===== src/rtl/entropy_src_markov_sched.sv =====
// Window scheduler for the Markov health test datapath.
// Sequences the datapath through boot/run, counts valid RNG samples per window,
// emits the end-of-window pulse, tracks hi/lo watermarks of the reported test
// counts and raises a sticky alert after enough consecutive failing windows.
//
// Sample handshake: entropy_bit_vld_i is a single-cycle qualifier with no
// backpressure (there is no ready). A sample is consumed in the cycle its valid
// is high, provided the block is in RUN and not in the wrap cycle. A sample
// arriving in the wrap cycle is dropped here, matching the datapath, which
// discards it too.
module entropy_src_markov_sched #(
  parameter int RegWidth     = 16,
  parameter int FailCntWidth = 4
) (
  input  logic                    clk_i,
  input  logic                    rst_ni,
  input  logic                    enable_i,
  input  logic                    clear_i,
  input  logic                    entropy_bit_vld_i,
  input  logic [RegWidth-1:0]     window_size_i,
  input  logic [FailCntWidth-1:0] alert_thresh_i,
  input  logic [RegWidth-1:0]     test_cnt_hi_i,
  input  logic [RegWidth-1:0]     test_cnt_lo_i,
  input  logic                    test_fail_hi_pulse_i,
  input  logic                    test_fail_lo_pulse_i,
  input  logic                    count_err_i,
  output logic                    active_o,
  output logic                    clear_o,
  output logic                    window_wrap_pulse_o,
  output logic [RegWidth-1:0]     hi_watermark_o,
  output logic [RegWidth-1:0]     lo_watermark_o,
  output logic [FailCntWidth-1:0] fail_cnt_o,
  output logic [FailCntWidth-1:0] total_fail_cnt_o,
  output logic                    alert_o,
  output logic                    err_o,
  output logic [2:0]              dbg_state_o
);

  typedef enum logic [2:0] {
    StIdle  = 3'd0,
    StBoot  = 3'd1,
    StRun   = 3'd2,
    StAlert = 3'd3,
    StError = 3'd4
  } state_e;

  localparam logic [RegWidth-1:0]     MinSize  = RegWidth'(2);
  localparam logic [RegWidth-1:0]     WmLoInit = {RegWidth{1'b1}};
  localparam logic [FailCntWidth-1:0] FailMax  = {FailCntWidth{1'b1}};

  state_e                  state_q, state_d;
  logic                    active_q, active_d;
  logic                    wrap_q, wrap_d;
  logic [RegWidth-1:0]     cnt_q, cnt_d;
  logic [RegWidth-1:0]     size_q, size_d;
  logic [RegWidth-1:0]     hi_wm_q, hi_wm_d;
  logic [RegWidth-1:0]     lo_wm_q, lo_wm_d;
  logic [FailCntWidth-1:0] fail_cnt_q, fail_cnt_d;
  logic [FailCntWidth-1:0] total_q, total_d;
  logic                    alert_q, alert_d;
  logic                    err_q, err_d;

  logic [RegWidth-1:0]     eff_size;
  logic [RegWidth-1:0]     last_idx;
  logic                    win_fail;

  // Windows shorter than a sample pair are stretched to two samples.
  always_comb begin
    eff_size = (size_q < MinSize) ? MinSize : size_q;
    last_idx = eff_size - RegWidth'(1);
    win_fail = test_fail_hi_pulse_i | test_fail_lo_pulse_i;
  end

  // Next-state logic: error beats disable, disable beats clear, clear beats window work.
  always_comb begin
    state_d    = state_q;
    wrap_d     = 1'b0;
    cnt_d      = cnt_q;
    size_d     = size_q;
    hi_wm_d    = hi_wm_q;
    lo_wm_d    = lo_wm_q;
    fail_cnt_d = fail_cnt_q;
    total_d    = total_q;
    alert_d    = alert_q;
    err_d      = err_q;

    if (count_err_i) begin
      state_d = StError;
      err_d   = 1'b1;
      cnt_d   = '0;
    end else begin
      if (clear_i) begin
        cnt_d      = '0;
        hi_wm_d    = '0;
        lo_wm_d    = WmLoInit;
        fail_cnt_d = '0;
        total_d    = '0;
        alert_d    = 1'b0;
        err_d      = 1'b0;
      end

      if (!enable_i) begin
        state_d = StIdle;
        cnt_d   = '0;
      end else begin
        unique case (state_q)
          StIdle: state_d = StBoot;
          StBoot: begin
            state_d = StRun;
            size_d  = window_size_i;
            cnt_d   = '0;
          end
          StRun: begin
            if (clear_i) begin
              // Stay in RUN; the window restarts from zero with stats cleared.
            end else if (wrap_q) begin
              // Wrap cycle: datapath counts and fail pulses are valid now.
              if (test_cnt_hi_i > hi_wm_q) hi_wm_d = test_cnt_hi_i;
              if (test_cnt_lo_i < lo_wm_q) lo_wm_d = test_cnt_lo_i;
              if (win_fail) begin
                if (fail_cnt_q != FailMax) fail_cnt_d = fail_cnt_q + FailCntWidth'(1);
                if (total_q != FailMax)    total_d    = total_q + FailCntWidth'(1);
              end else begin
                fail_cnt_d = '0;
              end
              if ((alert_thresh_i != '0) && (fail_cnt_d >= alert_thresh_i)) begin
                state_d = StAlert;
                alert_d = 1'b1;
              end
            end else if (entropy_bit_vld_i) begin
              if (cnt_q == last_idx) begin
                cnt_d  = '0;
                wrap_d = 1'b1;
                size_d = window_size_i;
              end else begin
                cnt_d = cnt_q + RegWidth'(1);
              end
            end
          end
          StAlert, StError: begin
            if (clear_i) state_d = StBoot;
          end
          default: state_d = StIdle;
        endcase
      end
    end
  end

  // active is registered from the next state so it tracks RUN exactly.
  always_comb begin
    active_d = (state_d == StRun);
  end

  // State and datapath-control registers with asynchronous active-low reset.
  always_ff @(posedge clk_i or negedge rst_ni) begin
    if (!rst_ni) begin
      state_q    <= StIdle;
      active_q   <= 1'b0;
      wrap_q     <= 1'b0;
      cnt_q      <= '0;
      size_q     <= '0;
      hi_wm_q    <= '0;
      lo_wm_q    <= WmLoInit;
      fail_cnt_q <= '0;
      total_q    <= '0;
      alert_q    <= 1'b0;
      err_q      <= 1'b0;
    end else begin
      state_q    <= state_d;
      active_q   <= active_d;
      wrap_q     <= wrap_d;
      cnt_q      <= cnt_d;
      size_q     <= size_d;
      hi_wm_q    <= hi_wm_d;
      lo_wm_q    <= lo_wm_d;
      fail_cnt_q <= fail_cnt_d;
      total_q    <= total_d;
      alert_q    <= alert_d;
      err_q      <= err_d;
    end
  end

  // Output mapping; clear_o passes the CSR clear straight through to the datapath.
  always_comb begin
    active_o            = active_q;
    clear_o             = (state_q == StBoot) | clear_i;
    window_wrap_pulse_o = wrap_q;
    hi_watermark_o      = hi_wm_q;
    lo_watermark_o      = lo_wm_q;
    fail_cnt_o          = fail_cnt_q;
    total_fail_cnt_o    = total_q;
    alert_o             = alert_q;
    err_o               = err_q;
    dbg_state_o         = state_q;
  end

endmodule

===== config.mk =====
export PLATFORM = sky130hd
export DESIGN_NAME = entropy_src_markov_sched
export DESIGN_NICKNAME = d
export VERILOG_FILES = /design/src/rtl/entropy_src_markov_sched.sv
export SDC_FILE = /design/constraint.sdc
export NUM_CORES = 1
export LEC_CHECK = 0
export ABC_AREA = 0
export CAP_MARGIN = 10
export CORE_MARGIN = 10
export CORE_UTILIZATION = 52
export CTS_CLUSTER_DIAMETER = 200
export DETAILED_ROUTE_END_ITERATION = 6
export GPL_ROUTABILITY_DRIVEN = 0
export PLACE_DENSITY_LB_ADDON = 0.15
export SLEW_MARGIN = 20
export SYNTH_ARGS = -nofsm -noshare
export SYNTH_HDL_FRONTEND = slang
export SYNTH_SLANG_ARGS = --single-unit

===== constraint.sdc =====
create_clock -name clk_i -period 10.3 [get_ports clk_i]
set_clock_uncertainty 0.1 [all_clocks]
set_input_delay 1.03 -clock clk_i [delete_from_list [all_inputs] [get_ports clk_i]]
set_output_delay 1.03 -clock clk_i [all_outputs]
set_load 0.01 [all_outputs]

---- Word-level counts from Yosys, hierarchy flattened ----
Index checks and enable logic that the tools add are counted.
storage, ports and cells
  output and inout port bits .............. 48
  register bits ........................... 79
  word-level logic and storage cells ...... 108
  bits of input ports ..................... 60
operators by class
  equality and inequality tests ........... 12
  order comparisons ....................... 4
  reductions and logical operators ........ 7
  add/subtract/negate cells ............... 4
  muxes and demuxes ....................... 67
  bitwise operators ....................... 3
operators with widths
  operator                                              number
  two-way mux 16 bit                                    24
  two-way mux 4 bit                                     19
  one-hot mux 16 bit (2 select lines)                   2
  two-way mux 3 bit                                     6
  adder 16 x 1 -> 16 bit (second input constant)        1
  == test 16 bit                                        1
  > comparator 16 bit                                   1
  < comparator 16 bit                                   1
  < comparator 16 x 2 -> 1 bit (second input constant)  1
  subtractor 16 x 1 -> 16 bit (second input constant)   1
  two-way mux 1 bit                                     15
  one-hot mux 3 bit (4 select lines)                    1
  == test 3 x 2 -> 1 bit (second input constant)        3
  adder 4 x 1 -> 4 bit (second input constant)          2
  != test 2 bit (second input constant)                 4
  != test 4 bit (second input constant)                 2
  AND reduction 7 bit                                   1
  >= comparator 4 bit                                   1
  nonzero test 2 bit                                    2
  nonzero test 4 bit                                    1
  == test 3 x 1 -> 1 bit (second input constant)        1
  == test 3 bit (second input constant)                 1
  zero test 3 bit                                       1
  bitwise OR 1 bit                                      2
  other kinds (3)                                       3

---- Longest topological paths before layout ----
  depth after elaboration ................. 17
  mapped depth ............................ 15
  gate-level depth less buffers ........... 13

---- Worst setup path before layout ----
OpenSTA, ideal clock, no wires.
  kind .................................... register to register
  start point ............................. reg size_q[2]
  end point ............................... reg size_q[0]
  required time ........................... 10.075 ns
  arrival time ............................ 3.870 ns
  setup time .............................. 0.125 ns
  clock period less this slack ............ 4.095 ns
  buffers on the path ..................... 3
  slack ................................... 6.205 ns
  cell stages (with the launch flop) ...... 16
  cell sequence ........................... dfrtp_1 > buf_6 > or4_1 > buf_2 > or4_4 > nand2_1 > ha_1 > or4bb_1 > a211oi_1 > o21ai_0 > nor3_1 > and4_1 > nand4_2 > o21ai_4 > buf_12 > mux2_4
on the way
  word-level cells in the longest chain between the ends .. 6
ends and longest elaborated chain
  item                             RTL line  text
  start, declared                  55        logic [RegWidth-1:0] size_q, size_d;
  start signal, assigned           173       size_q <= size_d;
  < comparator 16 x 2 -> 1 bit     69        eff_size = (size_q < MinSize) ? MinSize : size_q;
  two-way mux 16 bit *             69
  subtractor 16 x 1 -> 16 bit *    70        last_idx = eff_size - RegWidth'(1);
  == test 16 bit *                 131       if (cnt_q == last_idx) begin
  != test 2 bit (no line) *        -
  AND reduction 7 bit (no line) *  -
Every way passes the cells marked *; elsewhere a longest branch is shown, timed or not.
A chain may end at the register's enable or synchronous reset.

---- Worst setup path in the final report ----
  start point ............................. reg size_q[2]
  end point ............................... reg cnt_q[10]
on the way
  word-level cells in the longest chain between the ends .. 11
ends and longest elaborated chain
  item                                   RTL line  text
  < comparator 16 x 2 -> 1 bit           69
  two-way mux 16 bit *                   69
  subtractor 16 x 1 -> 16 bit *          70
  == test 16 bit *                       131
  two-way mux 16 bit *                   131
  two-way mux 16 bit *                   130       end else if (entropy_bit_vld_i) begin
  two-way mux 16 bit *                   116       end else if (wrap_q) begin
  two-way mux 16 bit *                   114       if (clear_i) begin
  one-hot mux 16 bit (2 select lines) *  106       unique case (state_q)
  two-way mux 16 bit *                   102       if (!enable_i) begin
  two-way mux 16 bit *                   87        if (count_err_i) begin
  net cnt_d[10]                          54        logic [RegWidth-1:0] cnt_q, cnt_d;
  end signal, assigned                   172       cnt_q <= cnt_d;
  end, declared                          54
Mark *: on every way through the listed nets, which the timed path passes. The rest lies on a longest branch.

==> impl_metrics.yaml <==
floorplan:
  core_area_um2: 10200
  die_x_um: 122
  start_util: 0.531
  dieHeight_um: 122
  ioPinCount: 108
  cell_row_count: 37
  dieArea_um2: 14900
cts:
  cts_repair_resize_count: 0
  tritoncts: "done"
  cts_bufs_inserted: 9
  clockRootBuffer: "clkbuf_8"
  clockBufferDepth: 2
  insertion_delay_ns: 0.36
  tritoncts_num_sinks: 79
  htree_num_levels: 3
  clk_pin_slew_worst_paths_ns: 0.09
  cts-hold-fix-buffers: 0
  post_cts.repair.setup_buffers: 0
synthesis:
  yosys_top_cell_area_share: 0.290
  synth_warnings: 0
  synth.avg_cell_area_um2: 9.14
  synth_adder_area_share: 0.0899
  synth_compound_area_frac: 0.209
  syn-num-nets: 693
  synth_simple_gate_area_frac: 0.199
  synth_area_leaders: "dfrtp_1 (29%), ha_1 (9.0%), dfstp_2 (7.7%)"
  synth-edff-count: 0
  synth.mux.area_fraction: 0.0514
  synthCells: 594
  yosys_register_bits: 79
  post_syn_area_um2: 5430
  synth-async-reset-ratio: 1.00
  synthFlopType: "dfrtp_1"
  synth.distinct_cells: 69
  synth.yosys.seq_area_share: 0.368
  yosysTopAreaCell: "dfrtp_1"
  post_synth_xor_area_fraction: 0.0210
  synth_top_family_by_area: "compound AO/OA/AOI/OAI gates"
routing:
  route.detailed.wl_per_inst_um: 18.6
  drt_first_iter_violations: 367
  vias_per_cell: 6.24
  vias: 5112
  drt_pass1_iterations: 6
  post-route-drc-count: 0
  wl_mm: 15.2
  final_antenna_net_count: 0
setup_path:
  timing.critical_path.to_type: "flip-flop"
  worst-setup-path-type: "reg2reg"
  critPathRequiredTime_ns: 10.47
  worst-path-max-fanout: 26
  timing.critical_path.from_type: "flip-flop"
  timing.critical_path.arrival_ns: 4.83
power:
  cellPowerDensity_nw_per_um2: 114
  power_leakage_nw: 2.78
  power.ir.vdd_worst_mv: 0.0646
sta:
  setup_viol: 0
  setup-tns-final_ns: 0
  timing_worst_slew_pin_value_ns: 1.17
  final-hold-violation-count: 0
  final_max_slew_viol_count: 0
  achievable_freq_ghz: 0.215
  timing.slew.headroom: 0.220
  final.min_clock_period_ns: 4.66
  rsz0062_at_grt: "false"
  post-route-period-util: 0.452
placed_design:
  port_buffers: 107
  place.detailed.hpwl_mm: 11.1
  place_inst: 803
min_path:
  class_of_the_most_critical_hold_timing_path: "reg2reg"
finish:
  diodes: 0
  most_frequent_standard_cell_in_the_layout_excluding_fill_and_tap_cells: "clkdlybuf4s50_1"
  finalNetCount: 777
  footprint_of_the_multi_input_gates_um2: 3110
  final-seq-area_um2: 2000
  drive_gt1_frac: 0.0893
  layout.cells.most_common_list: "clkdlybuf4s50_1 (106), dfrtp_1 (63), inv_1 (45)"
  layout.filler_cells: 842
  final_cells: 819
  area.growth.synth_to_final_pct: 23.9
run_status:
  outcome: "completed"
flow_run:
  max_cap_viol_count: 0
grt:
  grt_first_pass_wirelength_mm: 25.5
  largest_net_degree_at_the_start_of_global_routing: 80
  grt_usage: 0.206
  grt_remaining_overflow: 0
  grt_pass1_vias: 5252
  antenna_found_initial: 0
-- metal layers --
| metal | GRT usage | share of wire | vias up |
|---|---|---|---|
| met4 | 0.0552 | 0.015 | 0 |
| met1 | 0.260 | 0.43 | 2481 |
| met2 | 0.342 | 0.49 | 187 |
| li1 | - | - | 2420 |
| met3 | 0.0532 | 0.065 | 24 |
| met5 | 0 | 0 | - |
-- synth_stat cells (all sizes together) (2+ instances only) --
cell type / number
o31a: 2
nand3b: 5
o21ai: 27
inv: 45
xnor2: 7
nor4: 22
a21oi: 27
mux2: 17
or3: 4
nand4: 10
mux2i: 5
xor2: 6
nand2b: 8
a22oi: 2
and2: 2
nor2: 33
o2111ai: 3
nand3: 20
o31ai: 4
a32o: 16
o32a: 2
clkbuf: 28
o211ai: 6
nor3b: 4
o41a: 2
or4: 5
a31oi: 14
a21o: 10
ha: 39
nand2: 32
o21a: 3
buf: 7
o41ai: 4
and3: 6
dfrtp: 63
o32ai: 14
a211oi: 4
or2: 3
dfstp: 16
a22o: 4
nor3: 42
nor2b: 5
o22ai: 2
-- state kept, by name, summed over array words and instances, names as in the netlist --
signal	count
fail_cnt_o	4
total_fail_cnt_o	4
size_q	16
window_wrap_pulse_o	1
active_o	1
cnt_q	16
alert_o	1
lo_watermark_o	16
err_o	1
hi_watermark_o	16
dbg_state_o	3
-- cells by family after synthesis --
kind of cell | count (synthesis)
buffers and inverters | 80
AO/OA/AOI/OAI | 156
XOR/XNOR | 13
adder cells (fa/ha/maj) | 39
multiplexers | 22
AND/OR/NAND/NOR | 205
flip-flops | 79
-- path summary, 6_finish.rpt --
kind	end	slack, ns	startpoint	depth (start not counted)
min in group asynchronous	fail_cnt_o[1]	0.59	rst_ni	1
min reg2reg	err_o	0.39	err_o	1
max in group asynchronous	err_o	8.98	rst_ni	1
max	cnt_q[10]	5.64	size_q[2]	12
min	err_o	0.39	err_o	1
max reg2reg	cnt_q[10]	5.64	size_q[2]	12
-- power by group --
part | internal [mW] | switching (mW) | total (mW)
combinational | 0.0851 | 0.0888 | 0.174
clock | 0.120 | 0.122 | 0.242
sequential | 0.325 | 0.0282 | 0.354
-- worst max-delay path: stages (launching register included) --
cell	delay, ns
dfrtp_1	0.50
or4_1	0.62
or4_4	0.60
nand2_1	0.09
ha_1	0.27
inv_1	0.11
o41a_2	0.51
o211ai_1	0.22
nand2_1	0.08
o2111a_1	0.14
a21oi_2	0.78
o21ai_0	0.29
a31oi_1	0.25
-- area by class of cell --
type,count,share of cell area
Sequential cell,79,0.297
Timing Repair Buffer,108,0.160
Clock buffer,10,0.0205
Tap cell,136,0.0253
Inverter,45,0.0251
Multi-Input combinational cell,435,0.462
Clock inverter,6,0.0102
-- per-stage QoR --
step | utilization | setup WS [ns] | cell area (um2) | total power, mW | hold slack (ns)
after floorplan | - | 6.20 | 5430 | 0.471 | 0.403
after global placement | 0.637 | 5.99 | 6510 | 0.523 | 0.367
after detailed placement | 0.637 | 5.76 | 6520 | 0.530 | 0.373
after CTS | 0.657 | 5.72 | 6720 | 0.774 | 0.392
after global routing | 0.658 | 5.37 | 6730 | 0.807 | 0.401
final | 0.658 | 5.64 | 6730 | 0.770 | 0.395
No activity file was read; power rests on OpenSTA's default activity.
